===== src/rtl/demux1to4_stream.sv =====
// ---------------------------------------------------------------------------
// demux1to4_stream
//   1-to-4 valid/ready stream demultiplexer. Each input word is steered to one
//   of four output channels. The destination is either the explicit in_sel or
//   an internal round-robin pointer. Every channel owns a one-entry holding
//   register, so a stalled consumer back-pressures only words addressed to it.
//
// Ports
//   clk, rst_n            rising-edge clock, asynchronous active-low reset
//   in_valid/in_ready     input handshake (in_ready is the only comb output)
//   in_data [wd-1:0]      input word
//   in_sel  [1:0]         destination when rr_en=0
//   rr_en                 1 = round-robin destination, 0 = in_sel
//   out_valid[3:0]        per-channel word-present flags
//   out_ready[3:0]        per-channel consumer ready
//   out_data0..3          channel holding registers
//   acc_cnt [7:0]         accepted-word counter, wraps 255 -> 0
//   rr_ptr  [1:0]         current round-robin pointer
// ---------------------------------------------------------------------------

// ---------------------------------------------------------------------------
// demux1to4_stream_chan
//   One output channel: a single-entry holding register with valid flag.
//   A load and a pop in the same cycle keep valid high and replace the data,
//   giving one word per clock of throughput per channel.
//
// Ports
//   clk, rst_n   clock / async active-low reset
//   load         write din this edge (caller guarantees room or pop)
//   din          word to hold
//   ready        consumer ready
//   valid        word present
//   data         held word
// ---------------------------------------------------------------------------
module demux1to4_stream_chan #(
   parameter int wd = 4
) (
   input  logic          clk,
   input  logic          rst_n,
   input  logic          load,
   input  logic [wd-1:0] din,
   input  logic          ready,
   output logic          valid,
   output logic [wd-1:0] data
);

   logic pop;

   assign pop = valid & ready;

   always_ff @(posedge clk or negedge rst_n) begin
      if (!rst_n) begin
         valid <= 1'b0;
         data  <= '0;
      end else begin
         if (load) begin
            valid <= 1'b1;
            data  <= din;
         end else if (pop) begin
            // data is left as-is; it is don't-care once valid drops
            valid <= 1'b0;
         end
      end
   end

endmodule

module demux1to4_stream #(
   parameter int wd = 4
) (
   input  logic          clk,
   input  logic          rst_n,
   input  logic          in_valid,
   output logic          in_ready,
   input  logic [wd-1:0] in_data,
   input  logic [1:0]    in_sel,
   input  logic          rr_en,
   output logic [3:0]    out_valid,
   input  logic [3:0]    out_ready,
   output logic [wd-1:0] out_data0,
   output logic [wd-1:0] out_data1,
   output logic [wd-1:0] out_data2,
   output logic [wd-1:0] out_data3,
   output logic [7:0]    acc_cnt,
   output logic [1:0]    rr_ptr
);

   localparam int NUM_CH = 4;

   logic [1:0]                  dest;
   logic                        accept;
   logic [NUM_CH-1:0]           load;
   logic [NUM_CH-1:0][wd-1:0]   ch_data;

   // Destination is chosen from the current pointer/select, never from
   // in_valid, so in_ready has no path back from the handshake.
   assign dest     = rr_en ? rr_ptr : in_sel;
   assign in_ready = ~out_valid[dest] | out_ready[dest];
   assign accept   = in_valid & in_ready;

   always_comb begin
      load       = '0;
      load[dest] = accept;
   end

   genvar k;
   generate
      for (k = 0; k < NUM_CH; k++) begin : g_ch
         demux1to4_stream_chan #(.wd(wd)) u_ch (
            .clk   (clk),
            .rst_n (rst_n),
            .load  (load[k]),
            .din   (in_data),
            .ready (out_ready[k]),
            .valid (out_valid[k]),
            .data  (ch_data[k])
         );
      end
   endgenerate

   assign out_data0 = ch_data[0];
   assign out_data1 = ch_data[1];
   assign out_data2 = ch_data[2];
   assign out_data3 = ch_data[3];

   // Pointer advances only on an accepted round-robin word; a stalled
   // channel therefore holds the whole stream (strict order, no skipping).
   always_ff @(posedge clk or negedge rst_n) begin
      if (!rst_n) begin
         rr_ptr  <= 2'd0;
         acc_cnt <= 8'd0;
      end else if (accept) begin
         acc_cnt <= acc_cnt + 8'd1;
         if (rr_en)
            rr_ptr <= rr_ptr + 2'd1;
      end
   end

endmodule


===== config.mk =====
export PLATFORM = sky130hd
export DESIGN_NAME = demux1to4_stream
export DESIGN_NICKNAME = d
export VERILOG_FILES = /design/src/rtl/demux1to4_stream.sv
export SDC_FILE = /design/constraint.sdc
export NUM_CORES = 1
export LEC_CHECK = 0
export BUFFER_PORTS_ARGS = -buffer_cell sky130_fd_sc_hd__buf_4
export CAP_MARGIN = 5
export CELL_PAD_IN_SITES_DETAIL_PLACEMENT = 1
export CELL_PAD_IN_SITES_GLOBAL_PLACEMENT = 1
export CORE_ASPECT_RATIO = 0.6
export CORE_MARGIN = 2
export CORE_UTILIZATION = 38
export DETAILED_ROUTE_END_ITERATION = 6
export GPL_ROUTABILITY_DRIVEN = 0
export MAX_ROUTING_LAYER = met4
export PLACE_DENSITY = 0.87
export SLEW_MARGIN = 20
export SYNTH_ARGS = -nofsm -noshare
export SYNTH_HDL_FRONTEND = slang
export SYNTH_HIERARCHICAL = 1
export SYNTH_SLANG_ARGS = --single-unit

===== constraint.sdc =====
create_clock -name clk -period 2.5 [get_ports clk]
set_input_delay 0.125 -clock clk [delete_from_list [all_inputs] [get_ports clk]]
set_output_delay 0.125 -clock clk [all_outputs]
set_load 0.02 [all_outputs]

==> run metrics <==
outcome finished, final reports clean; EDFF count, synth 0; # diodes 0; # setup viols final 0; Die X 81.0 um; initial antenna violation count 0; Critical Path Max Stage Delay 0.41 ns; unrepaired setup endpoints after global routing false; CP Cell Sequence mux2_2, or2_4, or2_2, nor2_1, mux2_2; CTS Buffer Depth 2; maxcap violations 0; global-route wire length before repair 5450 um; CORE AREA 3320 sq um; DP Cell Count 190; Worst Path Class, Setup flop to flop; syn nets 116; Setup crit start kind flop; Yosys reg bits 30; Layout area overhead 36.4%; htree depth 2; routed len/inst 16.7 um; Cell variety after synth 21; synthesized cell area 1350 sq um; cts repair resizes 0; routed vias/inst 4.93; most frequent cells in the layout 44 x buf_4, 30 x dfrtp_1, 17 x mux2_2, 8 x xnor2_1, 6 x clkbuf_8; worst vdd ir 0.000728 V; final instance area 1840 sq um; Place WS 0.354 ns; post-synthesis sequential area ratio 55.6%; NumNets Final 168; critical hold path startpoint in_data[1]; Root Driver clkbuf_8; pin count of the biggest net entering global routing 31; TritonRoute pass-1 iters 4; vias in the first global route 1065; normalized max-slew margin 60.2%; Slew Viols, Final 0; worst skew pair latency 0.28 ns; HPWL Detailed 2490 um; Worst path slowest cell dfrtp_1; Crit. Startpoint rr_ptr[0]$_DFFE_PN0P_; Port Buffers 44; Crit path top cell by count mux2_2; I/O Pins 45; CTS clk-pin slew, worst paths 0.07 ns; Tightest Hold Check Type input pin to flop; Data arrival, critical path 2.31 ns; Num CTS Buffers 5; final WL 3330 um; gr usage total 18.9%; pwr dens 1320 nW/um^2; initial core utilization 40.7%; FP Rows 16; CTS Hold Bufs 1; min cycle time layout 2.15 ns; drc violations 0; clock net sink count 30; endpoint type of the worst setup path flop; fraction of registers with async set/reset 100%; Power, Total 2.44 mW; Least-Margin Pin Slew 0.595 ns; fmax 465 MHz; DR iter-0 viols 10; Antenna Nets Post-Route 0; Non-Filler Instances 199; Post-Route Setup TNS 0 ns; Post-CTS Setup Bufs 0; Synth warnings 6; Syn Area/Cell 13.4 sq um; Max FO, Critical Path 5; CP required 2.66 ns; Post-Place Cell Area 1740 sq um; share of cells above drive strength 1 51.3%; Fin. Hold Viols 0; Syn Inst Count 101; prevailing post-synth register cell dfrtp_1; GRT overflow 0; die height 50.2 um; Die ar. 4060 sq um; commonest non-fill, non-tap cell in the layout buf_4; Worst Setup Slack, final 0.350 ns; r2r startpoint rr_ptr[0]$_DFFE_PN0P_; leak pwr 0.891 nW; period utilization 86.0%; setup clock skew after layout 0.00338 ns; CTS tree built; vias after detailed routing 982
## cell families after synthesis
kind of cell	after synthesis	share of synthesized area, %
xor gates and xnor gates	9	5.83
buffers and inverters	5	1.39
muxes	25	21.2
DFF	30	55.6
and+or+nand+nor	25	10.0
AOI/OAI and AO/OA	6	5.09
adders and majority gates	1	0.926
## report_power, final
part           switching [mW]  total, mW  leakage, nW  internal [mW]
Sequential              0.184      0.892        0.366          0.708
Clock                   0.190      0.411       0.0472          0.221
Combinational           0.577       1.13        0.478          0.556
## flip-flops by register name, indices dropped and copies added, names as in the netlist
signal	flops
g_ch.u_ch/data	16
acc_cnt	8
g_ch.u_ch/valid	4
rr_ptr	2
## worst paths after layout
check / end / slack, ns / depth (start not counted)
setup reg to reg: g_ch[2].u_ch/data[1]$_DFFE_PN0P_ / 0.35 / 5
hold reg to reg: acc_cnt[7]$_DFFE_PN0P_ / 0.48 / 1
hold / removal: g_ch[0].u_ch/data[1]$_DFFE_PN0P_ / 0.10 / 2
min in group asynchronous: acc_cnt[7]$_DFFE_PN0P_ / 0.32 / 2
setup / recovery: g_ch[2].u_ch/data[1]$_DFFE_PN0P_ / 0.35 / 5
max in group asynchronous: g_ch[2].u_ch/data[3]$_DFFE_PN0P_ / 1.90 / 2
## Yosys cell counts (2+ instances only)
| master | instances | area (sq um) |
|---|---|---|
| inv_1 | 5 | 18.8 |
| nand2_1 | 5 | 18.8 |
| xnor2_1 | 8 | 70.1 |
| mux2_4 | 3 | 45.0 |
| nor2_1 | 4 | 15.0 |
| dfrtp_1 | 30 | 751 |
| mux2i_1 | 5 | 50.1 |
| a21o_2 | 4 | 35.0 |
| mux2_2 | 17 | 191 |
| nand2b_1 | 4 | 25.0 |
| and4_1 | 2 | 17.5 |
| nand3_1 | 5 | 25.0 |
## per-layer routing
layer | routed length [um] | GRT usage (%) | up-vias
met5 | 0 | - | -
met4 | 14 | 7.63 | 0
met3 | 172 | 6.29 | 4
met2 | 1670 | 28.7 | 28
met1 | 1470 | 23.4 | 496
li1 | - | - | 454
## per-stage QoR
stage	hold slack, ns	utilization, %
2_1_floorplan	-0.171	-
3_3_place_gp	0.0639	52.3
3_5_place_dp	0.0803	52.3
4_1_cts	0.0958	55.5
5_1_grt	0.0992	55.5
6_report	0.104	55.5
## worst max-delay path, delay by kind of cell, from the launching register on
family           cells  cell delay [ns]
and+or+nand+nor      3             0.91
muxes                2             0.71
DFF                  1             0.41
## final cells by class
type | instances | area (sq um)
repair buffers | 45 | 340
clock buffers | 6 | 82.6
fillers | 358 | 1480
flip-flops and latches | 30 | 751
inverters | 5 | 18.8
clock inverters | 2 | 12.5
multi-input cells | 66 | 582
well taps | 45 | 56.3
No activity file was read; power rests on OpenSTA's default activity.
